File: src/rtl/idex_pkg.sv
// Shared definitions for the decode-to-execute skid stage: control bundle
// layout, default widths and the occupancy state encoding.
package idex_pkg;

    localparam int CTRL_W_DEF = 10;

    localparam int CTRL_REGWRITE   = 0;
    localparam int CTRL_MEMWRITE   = 1;
    localparam int CTRL_JUMP       = 2;
    localparam int CTRL_BRANCH     = 3;
    localparam int CTRL_ALUSRC     = 4;
    localparam int CTRL_RESSRC_LSB = 5;
    localparam int CTRL_ALUCTL_LSB = 7;

    typedef enum logic [1:0] {
        EMPTY = 2'd0,
        ONE   = 2'd1,
        TWO   = 2'd2
    } idex_state_e;

    localparam logic [1:0] ST_EMPTY = 2'd0;
    localparam logic [1:0] ST_ONE   = 2'd1;
    localparam logic [1:0] ST_TWO   = 2'd2;

endpackage

File: src/rtl/idex_payload_reg.sv
// Payload register for one stage entry: async reset, synchronous clear,
// load enable. Clear wins over load.
module idex_payload_reg #(
    parameter int W = 8
) (
    input  logic         clk,
    input  logic         rst,
    input  logic         clr,
    input  logic         load,
    input  logic [W-1:0] d,
    output logic [W-1:0] q
);

    logic [W-1:0] data_q;
    logic [W-1:0] data_d;

    always_comb begin
        data_d = data_q;
        if (clr) begin
            data_d = '0;
        end else if (load) begin
            data_d = d;
        end
    end

    always_ff @(posedge clk or posedge rst) begin
        if (rst) begin
            data_q <= '0;
        end else begin
            data_q <= data_d;
        end
    end

    assign q = data_q;

endmodule

File: src/rtl/idex_skid_stage.sv
// ID/EX pipeline stage with valid/ready handshake, two-entry skid buffer
// (MAIN drives the outputs, SKID catches the bundle accepted while stalling).
module idex_skid_stage
    import idex_pkg::*;
#(
    parameter int XLEN    = 32,
    parameter int NUM_SRC = 2,
    parameter int CTRL_W  = CTRL_W_DEF,
    parameter int CNT_W   = 16
) (
    input  logic                    clk,
    input  logic                    rst,
    input  logic                    flush,
    input  logic                    in_valid,
    output logic                    in_ready,
    input  logic [CTRL_W-1:0]       in_ctrl,
    input  logic [NUM_SRC*XLEN-1:0] in_src,
    input  logic [XLEN-1:0]         in_pc,
    input  logic [XLEN-1:0]         in_imm,
    input  logic [XLEN-1:0]         in_pcplus4,
    output logic                    out_valid,
    input  logic                    out_ready,
    output logic [CTRL_W-1:0]       out_ctrl,
    output logic [NUM_SRC*XLEN-1:0] out_src,
    output logic [XLEN-1:0]         out_pc,
    output logic [XLEN-1:0]         out_imm,
    output logic [XLEN-1:0]         out_pcplus4,
    output logic [CNT_W-1:0]        stall_cnt,
    output logic [1:0]              dbg_state
);

    localparam int PAYLOAD_W = CTRL_W + (NUM_SRC + 3) * XLEN;
    localparam int SRC_LSB   = CTRL_W;
    localparam int PC_LSB    = SRC_LSB + NUM_SRC * XLEN;
    localparam int IMM_LSB   = PC_LSB + XLEN;
    localparam int P4_LSB    = IMM_LSB + XLEN;

    // Handshake: a bundle moves when valid and ready are both high at the
    // rising edge; in_ready depends only on state, never on out_ready.
    logic [1:0]           state_q, state_d;
    logic [CNT_W-1:0]     stall_cnt_q, stall_cnt_d;
    logic [PAYLOAD_W-1:0] in_payload, main_q, main_d, skid_q;
    logic                 main_load, skid_load, main_from_skid, in_fire;

    assign in_payload = {in_pcplus4, in_imm, in_pc, in_src, in_ctrl};
    assign in_ready   = (state_q != ST_TWO);
    assign out_valid  = (state_q != ST_EMPTY);
    assign in_fire    = in_valid & in_ready;

    always_comb begin
        state_d        = state_q;
        main_load      = 1'b0;
        skid_load      = 1'b0;
        main_from_skid = 1'b0;
        case (state_q)
            ST_EMPTY: begin
                if (in_fire) begin
                    main_load = 1'b1;
                    state_d   = ST_ONE;
                end
            end
            ST_ONE: begin
                if (in_fire && out_ready) begin
                    main_load = 1'b1;
                end else if (in_fire) begin
                    skid_load = 1'b1;
                    state_d   = ST_TWO;
                end else if (out_ready) begin
                    state_d = ST_EMPTY;
                end
            end
            ST_TWO: begin
                if (out_ready) begin
                    main_load      = 1'b1;
                    main_from_skid = 1'b1;
                    state_d        = ST_ONE;
                end
            end
            default: state_d = ST_EMPTY;
        endcase
        if (flush) begin
            state_d = ST_EMPTY;
        end
        main_d = main_from_skid ? skid_q : in_payload;
    end

    always_comb begin
        stall_cnt_d = stall_cnt_q;
        if (out_valid && !out_ready && (stall_cnt_q != {CNT_W{1'b1}})) begin
            stall_cnt_d = stall_cnt_q + {{(CNT_W-1){1'b0}}, 1'b1};
        end
    end

    always_ff @(posedge clk or posedge rst) begin
        if (rst) begin
            state_q     <= ST_EMPTY;
            stall_cnt_q <= '0;
        end else begin
            state_q     <= state_d;
            stall_cnt_q <= stall_cnt_d;
        end
    end

    idex_payload_reg #(.W(PAYLOAD_W)) u_main (
        .clk  (clk),
        .rst  (rst),
        .clr  (flush),
        .load (main_load),
        .d    (main_d),
        .q    (main_q)
    );

    idex_payload_reg #(.W(PAYLOAD_W)) u_skid (
        .clk  (clk),
        .rst  (rst),
        .clr  (flush),
        .load (skid_load),
        .d    (in_payload),
        .q    (skid_q)
    );

    // Empty slots present a zero control bundle so no write can leak out.
    assign out_ctrl    = out_valid ? main_q[CTRL_W-1:0] : '0;
    assign out_src     = main_q[SRC_LSB +: NUM_SRC*XLEN];
    assign out_pc      = main_q[PC_LSB +: XLEN];
    assign out_imm     = main_q[IMM_LSB +: XLEN];
    assign out_pcplus4 = main_q[P4_LSB +: XLEN];
    assign stall_cnt   = stall_cnt_q;
    assign dbg_state   = state_q;

endmodule

File: config.mk
export PLATFORM = sky130hd
export DESIGN_NAME = idex_skid_stage
export DESIGN_NICKNAME = d
export VERILOG_FILES = /design/src/rtl/idex_pkg.sv /design/src/rtl/idex_payload_reg.sv /design/src/rtl/idex_skid_stage.sv
export SDC_FILE = /design/constraint.sdc
export NUM_CORES = 1
export LEC_CHECK = 0
export ABC_AREA = 1
export BUFFER_PORTS_ARGS = -buffer_cell sky130_fd_sc_hd__buf_2
export CAP_MARGIN = 20
export CORE_UTILIZATION = 55
export CTS_CLUSTER_SIZE = 14
export DETAILED_ROUTE_END_ITERATION = 6
export GPL_TIMING_DRIVEN = 0
export PLACE_DENSITY_LB_ADDON = 0.12
export SETUP_SLACK_MARGIN = 0.3
export SYNTH_ARGS = -nofsm -noshare
export SYNTH_HDL_FRONTEND = slang
export SYNTH_SLANG_ARGS = --single-unit
File: constraint.sdc
create_clock -name clk -period 19.2 [get_ports clk]
set_input_delay 5.76 -clock clk [delete_from_list [all_inputs] [get_ports clk]]
set_output_delay 5.76 -clock clk [all_outputs]
set_load 0.1 [all_outputs]
== Word-level counts from Yosys, hierarchy flattened ==
Cells that the tools add are included.
Word-level totals
  flip-flop bits (word level): 358
  latch bits: 0
  memory bits (writable): 0
  bits in read-only memories: 0
  output and inout bits: 190
  word-level logic and storage cells: 43
  memories kept: 0
Operators by class
  $add $sub $neg: 1
  $mul: 0
  divide/modulo/power cells: 0
  order comparisons: 0
  equal/unequal tests: 8
  shifts and indexed selects: 0
  mux-type cells: 20
  bitwise gates (word level): 1
  reduce and logical (&&, ||, !) cells: 9
Operator list (number)
  $mux W170: 5
  $add A16 B1 Y16 const B: 1
  $ne A16 B16 Y1 const B: 1
  $mux W2: 6
  $mux W10: 1
  $ne A3 B3 Y1 const B: 3
  $mux W1: 6
  $pmux W2 S3: 1
  $reduce_bool A2 Y1: 3
  $ne A4 B4 Y1 const B: 1
  $reduce_and A4 Y1: 1
  $logic_and A1 B1 Y1: 3
  $pmux W1 S3: 1
  $eq A2 B1 Y1 const B: 1
  $eq A2 B2 Y1 const B: 1
  $logic_not A2 Y1: 1
  $ne A2 B2 Y1 const B: 1
  $and A1 B1 Y1: 1
  $logic_not A1 Y1: 1

== Depth between registers and ports, before layout ==
Gate-level depths: netlist (run 1).
  depth after elaboration: 7
  depth in mapped cells: 10

== Cells and area by module ==
Synthesis (run 1) repeated with hierarchy kept, for this count alone.
Unflattened totals
  cell total of the unflattened synthesis: 1855
  area, all modules: 16666.0 sq um
Modules (own cells, without submodules)
  idex_payload_reg: times used 2, cells an instance 738, area an instance 6673.9 sq um, seq. area each 4254.1 sq um
  idex_skid_stage: times used 1, cells an instance 379, area an instance 3318.2 sq um, seq. area each 450.4 sq um

== Least setup slack after synthesis (run 1) ==
No wires, ideal clock.
  kind: register -> output
  start: reg state_q[0], in the netlist dbg_state[0]
  end: out out_ctrl[0]
  arrival: 2.617 ns
  required time: 13.440 ns
  setup slack: 10.823 ns
  stages on the path, launching flop included: 4
  buffers on the path: 1
  path through: dfrtp_1 nor2_2 clkbuf_1 nor2_1
On the way
  longest elaborated chain between the ends: 2
RTL lines
  start, declared: line idex_skid_stage.sv:40  | logic [1:0] state_q, state_d;
  start signal, assigned: line idex_skid_stage.sv:99  | state_q <= state_d;
  $reduce_bool A2 Y1: line idex_skid_stage.sv:47  | assign out_valid = (state_q != ST_EMPTY);
  $mux W10: line idex_skid_stage.sv:123  | assign out_ctrl = out_valid ? main_q[CTRL_W-1:0] : '0;
  end, declared: line idex_skid_stage.sv:23  | output logic [CTRL_W-1:0] out_ctrl,
Every way passes these cells.

== Final worst setup path (run 1) ==
  start: reg state_q[0], in the netlist dbg_state[0]
  end: out out_ctrl[3]
The elaborated chain is that of the path after synthesis.

==> results of run 1 <==
## worst max-delay path, stage by stage, from the launching register on
cell	delay [ns]
dfrtp_1	0.44
nor2_2	0.25
clkbuf_1	0.35
nor2_1	0.15
buf_2	0.32
## kinds of logic after synthesis
family / Yosys count / share of synthesized area, %
AO/OA/AOI/OAI: 361 / 10.4
XOR/XNOR: 7 / 0.350
adder cells (fa/ha/maj): 1 / 0.0713
buffers and inverters: 506 / 14.9
flip-flops: 358 / 51.1
AND/OR/NAND/NOR: 963 / 23.2
## Yosys cell counts (all sizes together)
cell type and number:
nand4 4, nand2 591, ha 1, xnor2 5, nand3 336, clkbuf 64
o21ai 360, xor2 2, nor2 32, dfrtp 358, buf 245, o211ai 1
inv 197
## layer usage
layer	GRT usage [%]	part of all wire, %	vias up
li1	-	-	7699
met1	40.7	43	7471
met2	46.9	45	578
met3	5.50	7.0	140
met4	13.8	4.2	6
met5	0	0.075	-
## worst min-delay path by stage
| stage | from | endpoint | slack, ns | cells past startpoint |
|---|---|---|---|---|
| finish | u_main.q[42]$_DFFE_PP0P_ | u_main.q[42]$_DFFE_PP0P_ | 0.51 | 2 |
| global route | u_main.q[76]$_DFFE_PP0P_ | u_main.q[76]$_DFFE_PP0P_ | 0.52 | 2 |
| CTS | u_main.q[146]$_DFFE_PP0P_ | u_main.q[146]$_DFFE_PP0P_ | 0.51 | 2 |
| detailed placement | u_main.q[146]$_DFFE_PP0P_ | u_main.q[146]$_DFFE_PP0P_ | 0.50 | 2 |
| global placement | u_main.q[163]$_DFFE_PP0P_ | u_main.q[163]$_DFFE_PP0P_ | 0.49 | 2 |
| floorplan | u_main.q[138]$_DFFE_PP0P_ | u_main.q[138]$_DFFE_PP0P_ | 0.48 | 2 |
## cell type report
class / count / area, um^2
fillers: 2658 / 10100
flip-flops and latches: 358 / 8960
multi-input cells: 1332 / 5960
repair buffers: 366 / 1900
plain buffers: 309 / 1870
clock buffers: 58 / 1210
inverters: 197 / 747
well taps: 402 / 503
clock inverters: 13 / 140
diodes: 17 / 42.5
## metrics by stage
step                instances  setup WS (ns)  utilization, %  hold slack, ns
CTS                      3035          11.39            67.7           0.512
floorplan                2196           3.51               -           0.477
global placement         2961         -0.461            63.1           0.495
detailed placement       2964          11.37            63.4           0.496
finish                   3052          11.41            67.8           0.508
global route             3048          11.31            67.8           0.523
## flip-flops by register name, summed over array words and instances (netlist names)
| register | flops |
|---|---|
| stall_cnt | 16 |
| u_main.q | 170 |
| dbg_state | 2 |
| u_skid.q | 170 |
## power by group
part	internal [mW]	total (mW)	leakage [nW]	switching (mW)
logic	0.117	0.534	5.97	0.417
clock network	0.476	0.780	0.679	0.304
registers	0.803	0.830	4.87	0.0278
total	1.40	2.14	11.5	0.748
==> impl_metrics.json, run 1 <==
{
  "outcome": "completed",
  "crit_type": "reg2out",
  "wl_per_cell_um": 15.8,
  "critPathLaunch": "dbg_state[0]$_DFFE_PP0P_",
  "finalSetupViolations": 0,
  "r2r_slack_ns": 17.04,
  "reg2reg_depth": 7,
  "start_util_pct": 55.7,
  "rsz0062_at_grt": "no",
  "p_leak_nw": 11.5,
  "peakVddDrop_uv": 124,
  "critical_path_required_ns": 13.44,
  "finalPower_mw": 2.14,
  "h-tree-depth": 2,
  "synth_seq_area_share_pct": 51.1,
  "synth-seq-cells": 358,
  "antenna_left": 0,
  "tightestPinTransition_ns": 1.03,
  "yosysWarnings": 0,
  "port_buffers": 363,
  "fin_setup_tns_ns": 0,
  "placed_area_um2": 19900,
  "finalCritPeriodShare_pct": 40.6,
  "nNetsFinal": 2780,
  "cts_tree": "built",
  "grt_overflow_total": 0,
  "routabilityCongestion": 0.899,
  "syn2layout_area_growth_pct": 21.7,
  "cts_resized": 0,
  "ios": 365,
  "crit_fanout": 10,
  "post_cts_buffers": 0,
  "via_count": 15900,
  "track_usage_pct": 29.9,
  "syn-cell-area_um2": 17500,
  "fin_skew_ns": 0.00704,
  "rows": 65,
  "avgSynthCellArea_um2": 7.99,
  "drive_gt1_share_pct": 25.9,
  "die-area_um2": 32600,
  "grt_pass1_wl_um": 78300,
  "syn_inst": 2196,
  "fin_crit_ns": 7.79,
  "setup.worst_path.start_class": "flop",
  "crit_arrival_ns": 2.03,
  "path_clk_slew_ns": 0.06,
  "end_kind": "output pin",
  "design_area_um2": 21300,
  "slew_viol_final": 0,
  "dpl.hpwl_um": 33800,
  "drv_cap": 0,
  "min_path_type": "reg2reg",
  "fmax_ghz": 0.128,
  "netlist.area_leader.share_pct": 51.1,
  "clockBufferDepth": 3,
  "syn_nets": 2372,
  "firstDrtPassIters": 7,
  "yosysTopAreaCell": "dfrtp_1",
  "die_height_um": 181,
  "antenna_found_initial": 19,
  "mostFrequentLayoutCells": "nand2_1 (590), buf_2 (436), dfrtp_1 (358), nand3_1 (336), o21ai_0 (319)",
  "r2r_start": "dbg_state[1]$_DFFE_PP0P_",
  "ys_types": 23,
  "wl_um": 48300,
  "cts_hold_buf": 0,
  "die_w_um": 181,
  "synthTopCellsByArea": "dfrtp_1 (51%), nand2_1 (13%), nand3_1 (9.6%)",
  "cts.sinks": 358,
  "layout_commonest_cell": "nand2_1",
  "slew_headroom_pct": 31.5,
  "power_density_nw_per_um2": 100,
  "drc_errors": 0,
  "clock-root-buffer": "clkbuf_16",
  "hold_viol": 0,
  "grt_max_degree": 114,
  "vias_per_cell": 5.21,
  "first_global_vias": 15400,
  "clock_latency_ns": 0.52,
  "drtIter0Drc": 1021,
  "r2r_end": "u_skid.q[74]$_DFFE_PP0P_",
  "cp-endpoint": "out_ctrl[3]",
  "cts-buffers-inserted": 40,
  "core_area_um2": 31500
}
No activity file was read; power rests on OpenSTA's default activity.
==> run 2: changes to the inputs <==
clock period = 7.5 ns   (was 19.2 ns; I/O delays follow)
==> run 2 against run 1 <==
Non-clock buffer count up 7; clock power increased to 2.7 times the previous value; flip-flop and latch count did not move; routed wire length rose by 1.2%; cell area is 0.86% higher; critical path depth unchanged; via count up 1.3%; largest power group unchanged; global-route usage is 0.16 points higher; power rose to 2.6 times the previous value; utilization increased by 0.58 points.
==> impl_metrics.json, run 2 (synthesis gave the netlist of run 1 again) <==
{
  "power_frac_comb_pct": 24.4,
  "cts-buffers-inserted": 40,
  "crit_slowest_cell": "dfrtp_1",
  "slew_viol_final": 0,
  "h-tree-depth": 2,
  "cts.sinks": 358,
  "ios": 365,
  "antenna_found_initial": 12,
  "tightestPinTransition_ns": 1.10,
  "grt_overflow_total": 0,
  "wl_per_cell_um": 16.0,
  "crit_arrival_ns": 2.09,
  "fmax_ghz": 0.230,
  "worstHoldStart": "u_main.q[163]$_DFFE_PP0P_",
  "post_cts_buffers": 0,
  "cts_resized": 0,
  "track_usage_pct": 30.1,
  "mostFrequentLayoutCells": "nand2_1 (590), buf_2 (436), dfrtp_1 (358), nand3_1 (336), o21ai_0 (319)",
  "netSwitchingFraction_pct": 34.3,
  "fin_crit_ns": 4.34,
  "dpl.hpwl_um": 34500,
  "slew_headroom_pct": 26.5,
  "core_area_um2": 31500,
  "cpPeakStageDelay_ns": 0.44,
  "nNetsFinal": 2787,
  "drtIter0Drc": 1135,
  "drc_errors": 0,
  "power_density_nw_per_um2": 262,
  "path_clk_slew_ns": 0.06,
  "cts_hold_buf": 0,
  "crit_fanout": 10,
  "start_util_pct": 55.7,
  "min_path_type": "reg2reg",
  "port_buffers": 363,
  "min_to": "u_main.q[163]$_DFFE_PP0P_",
  "setup.worst_path.start_class": "flop",
  "firstDrtPassIters": 5,
  "cp_top_family": "buffers and inverters",
  "path_cells": "nor2_2, clkbuf_1, nor2_1, buf_2",
  "outcome": "completed",
  "finalCritPeriodShare_pct": 57.8,
  "end_kind": "output pin",
  "crit_type": "reg2out",
  "critical_path_required_ns": 5.25,
  "drv_cap": 0,
  "clockBufferDepth": 3,
  "drive_gt1_share_pct": 26.0,
  "antenna_left": 0,
  "grt_max_degree": 44,
  "die-area_um2": 32600,
  "hold_viol": 0,
  "layout_commonest_cell": "nand2_1",
  "clock_latency_ns": 0.52,
  "p_leak_nw": 11.6,
  "die_height_um": 181,
  "design_area_um2": 21500,
  "peakVddDrop_uv": 242,
  "seqPwrFrac_pct": 37.8,
  "die_w_um": 181,
  "wl_um": 48900,
  "rows": 65,
  "netSwitchingPower_mw": 1.93,
  "r2r_end": "u_skid.q[79]$_DFFE_PP0P_",
  "place_ws_ns": 3.08,
  "r2r_start": "dbg_state[1]$_DFFE_PP0P_",
  "finalPower_mw": 5.64,
  "via_count": 16100,
  "clock-root-buffer": "clkbuf_16",
  "p_int_mw": 3.70,
  "first_global_vias": 15400,
  "placed_area_um2": 20100,
  "vias_per_cell": 5.28,
  "timing.critical_path.buf_inv": 2,
  "reg2reg_depth": 7,
  "routabilityCongestion": 0.865,
  "clockPowerShare_pct": 37.8,
  "fin_skew_ns": 0.0140,
  "grt_pass1_wl_um": 78700,
  "syn2layout_area_growth_pct": 22.7,
  "r2r_slack_ns": 5.35,
  "holdPathStages": 2,
  "finalSetupViolations": 0,
  "cts_tree": "built",
  "layout_setup_ws_ns": 3.16,
  "rsz0062_at_grt": "no"
}
==> run 2: cell count changes in the layout (fill, tap and decap cells not counted), sizes merged <==
cell / delta
bufinv: +4
diode: -8
buf: +7
inv: +1
clkinv: -7
clkinvlp: +2
==> run 2: final cells by class <==
cell class              count  area, um^2
fillers                  2647        9950
repair buffers            373        2020
multi-input cells        1332        5960
clock inverters            13         250
flip-flops and latches    358        8960
inverters                 197         743
plain buffers             309        1870
clock buffers              58        1190
diodes                      9        22.5
well taps                 402         503
==> run 2: worst reg2reg max path, stage by stage (launching register included) <==
cell and delay [ns]:
dfrtp_1 0.44, inv_2 0.08, nand3_1 0.12, nor2_2 0.49
buf_2 0.40, buf_2 0.31, nand3_1 0.11, o21ai_0 0.10
==> run 2: power groups by stage <==
stage                     Sequential, mW  Clock [mW]  Combinational [mW]
after floorplan                     2.22           0                1.02
after global placement              2.16           0                1.35
final                               2.13        2.13                1.38
after detailed placement            2.16           0                1.37
after global routing                2.14        2.24                1.46
after CTS                           2.13        2.16                1.38
==> run 2: per-layer routing <==
layer  share of wire [%]  track usage (%)
met1                  43             41.1
met5               0.082                0
met3                 7.4             5.21
met2                  46             48.0
met4                 3.7             11.9
==> run 2: worst max path at each step <==
stage                                   startpoint                         to  slack, ns  cells past startpoint
after CTS                 dbg_state[0]$_DFFE_PP0P_                out_ctrl[7]       3.15                      4
after global routing      dbg_state[0]$_DFFE_PP0P_                out_ctrl[7]       3.00                      4
after global placement                         rst   u_main.q[94]$_DFFE_PP0P_      -1.69                      2
after detailed placement                     flush  u_main.q[119]$_DFFE_PP0P_       3.08                      7
after floorplan                                rst   dbg_state[0]$_DFFE_PP0P_       0.45                      1
final                     dbg_state[0]$_DFFE_PP0P_                out_ctrl[8]       3.16                      4
==> run 2: through the flow <==
stage	std cells	TNS (ns)	hold slack (ns)	util, %
global placement	2961	-589.87	0.494	63.1
floorplan	2196	0	0.477	-
detailed placement	2971	0	0.496	63.7
finish	3051	0	0.508	68.4
global route	3050	0	0.526	68.4
CTS	3042	0	0.511	68.3
==> run 3: changes to the inputs <==
clock period = 4 ns   (was 7.5 ns; I/O delays follow)
==> run 3 against run 2 <==
Worst setup slack got worse by 2.6 ns; global-route usage increased by 0.19 points; sequential share of layout area increased by 0.34 points; critical path depth unchanged; worst hold slack got worse by 0.0019 ns; cell area decreased by 0.81%; count of clock-buffer cells in the layout increased by 5; routed wire length about the same; combinational power increased by 88%; utilization decreased by 0.55 points; first-iteration DRC count decreased by 9.5%; critical path type unchanged; critical endpoint is now out_valid.
==> impl_metrics.json, run 3 (synthesis gave the netlist of run 1 again) <==
{
  "outcome": "completed",
  "fin_crit_ns": 3.41,
  "grt_max_degree": 44,
  "vias_per_cell": 5.28,
  "fin_skew_ns": 0.0156,
  "path_clk_slew_ns": 0.06,
  "cts_resized": 0,
  "tightestPinTransition_ns": 1.05,
  "wl_met1_um": 20900,
  "p_leak_nw": 11.5,
  "netSwitchingPower_mw": 3.56,
  "highest_layer": "met5",
  "routabilityCongestion": 0.896,
  "finalPower_mw": 10.1,
  "drc_errors": 0,
  "wl_met3_um": 3520,
  "firstDrtPassIters": 5,
  "dpl.hpwl_um": 34700,
  "peakVddDrop_uv": 365,
  "placed_area_um2": 20100,
  "slew_headroom_pct": 29.7,
  "die-area_um2": 32600,
  "crit_arrival_ns": 2.21,
  "cts_hold_buf": 0,
  "p_int_mw": 6.54,
  "min_path_type": "reg2reg",
  "finalCritPeriodShare_pct": 85.3,
  "start_util_pct": 55.7,
  "die_w_um": 181,
  "dr_wl_met2_um": 22700,
  "track_usage_pct": 30.3,
  "ios": 365,
  "post_cts_buffers": 0,
  "power_frac_comb_pct": 25.6,
  "clock-root-buffer": "clkbuf_16",
  "wl_per_cell_um": 16.0,
  "seqPwrFrac_pct": 39.5,
  "path_cells": "nor2_2, clkbuf_1, inv_1, buf_2",
  "cts.sinks": 358,
  "drv_cap": 0,
  "clock_latency_ns": 0.52,
  "drive_gt1_share_pct": 26.0,
  "layout_commonest_cell": "nand2_1",
  "core_area_um2": 31500,
  "cp_top_family": "buffers and inverters",
  "rsz0062_at_grt": "no",
  "via_count": 16100,
  "crit_type": "reg2out",
  "timing.critical_path.buf_inv": 3,
  "grt_pass1_wl_um": 79100,
  "end_kind": "output pin",
  "power_density_nw_per_um2": 473,
  "filler_cell_count": 2700,
  "crit_slowest_cell": "clkbuf_1",
  "design_area_um2": 21300,
  "cpPeakStageDelay_ns": 0.54,
  "fmax_ghz": 0.293,
  "drtIter0Drc": 1027,
  "slew_viol_final": 0,
  "setup.worst_path.start_class": "flop",
  "finalSetupViolations": 0,
  "critical_path_required_ns": 2.80,
  "syn2layout_area_growth_pct": 21.7,
  "cts_tree": "built",
  "layout_setup_ws_ns": 0.588,
  "wl_um": 48900,
  "h-tree-depth": 2,
  "port_buffers": 363,
  "nNetsFinal": 2785,
  "antenna_left": 0,
  "timing.hold.ws_ns": 0.506,
  "die_height_um": 181,
  "clockPowerShare_pct": 34.9,
  "cts-buffers-inserted": 39,
  "netSwitchingFraction_pct": 35.2,
  "place_ws_ns": 0.763,
  "hold_viol": 0,
  "crit_fanout": 10,
  "grt_overflow_total": 0,
  "antenna_found_initial": 16,
  "clockBufferDepth": 3,
  "mostFrequentLayoutCells": "nand2_1 (590), buf_2 (436), dfrtp_1 (358), nand3_1 (336), o21ai_0 (319)",
  "first_global_vias": 15400,
  "rows": 65
}
[run 3: changes by cell type in the layout (fill, tap and decap cells not counted), sizes merged]
cell      delta
buf          -1
bufinv       -6
clkbuf       +5
clkinv       -1
clkinvlp     -1
diode        +6
inv          -2
[run 3: path summary, 6_finish.rpt]
| kind | endpoint | slack, ns | startpoint | cells past startpoint |
|---|---|---|---|---|
| worst max-delay path | out_valid | 0.59 | dbg_state[0]$_DFFE_PP0P_ | 4 |
| worst min-delay path | u_main.q[44]$_DFFE_PP0P_ | 0.51 | u_main.q[44]$_DFFE_PP0P_ | 2 |
| worst max register to register | u_main.q[42]$_DFFE_PP0P_ | 1.67 | dbg_state[0]$_DFFE_PP0P_ | 7 |
| worst min register to register | u_main.q[44]$_DFFE_PP0P_ | 0.51 | u_main.q[44]$_DFFE_PP0P_ | 2 |
| max in group asynchronous | u_main.q[107]$_DFFE_PP0P_ | 2.11 | rst | 5 |
| min in group asynchronous | u_main.q[167]$_DFFE_PP0P_ | 0.74 | rst | 2 |
[run 3: worst register-to-register path, cell delays in order (launching register included)]
cell	delay (ns)
dfrtp_1	0.43
nor2_2	0.34
o21ai_2	0.32
nor2_4	0.40
buf_4	0.33
buf_2	0.28
nand2_1	0.08
nand2_1	0.07
[run 3: final cells by class]
type	count	area, um^2	area share, %
Antenna cell	15	37.5	0.176
Buffer	309	1870	8.78
Clock buffer	63	1210	5.66
Clock inverter	3	40.0	0.188
Inverter	197	743	3.48
Multi-Input combinational cell	1332	5990	28.0
Sequential cell	358	8960	42.0
Tap cell	402	503	2.36
Timing Repair Buffer	372	2000	9.35
[run 3: power by group through the flow]
stage	combinational (mW)	clock [mW]	sequential, mW
CTS	2.59	3.58	3.98
finish	2.59	3.53	3.99
global placement	2.53	0	4.05
global route	2.74	3.73	4.01
floorplan	1.91	0	4.17
detailed placement	2.58	0	4.05
[run 3: per-layer routing]
layer  GRT usage [%]  up-vias
met3            4.87      109
met2            47.5      640
met1            41.6     7644
li1                -     7727
met5               0        -
met4            13.7        4
[run 3: stage by stage]
stage / utilization [%] / TNS, ns / std cells
2_1_floorplan: - / -715.39 / 2196
3_3_place_gp: 63.2 / -1455.04 / 2961
3_5_place_dp: 63.7 / 0 / 2970
4_1_cts: 67.7 / 0 / 3036
5_1_grt: 67.8 / 0 / 3047
6_report: 67.8 / 0 / 3051
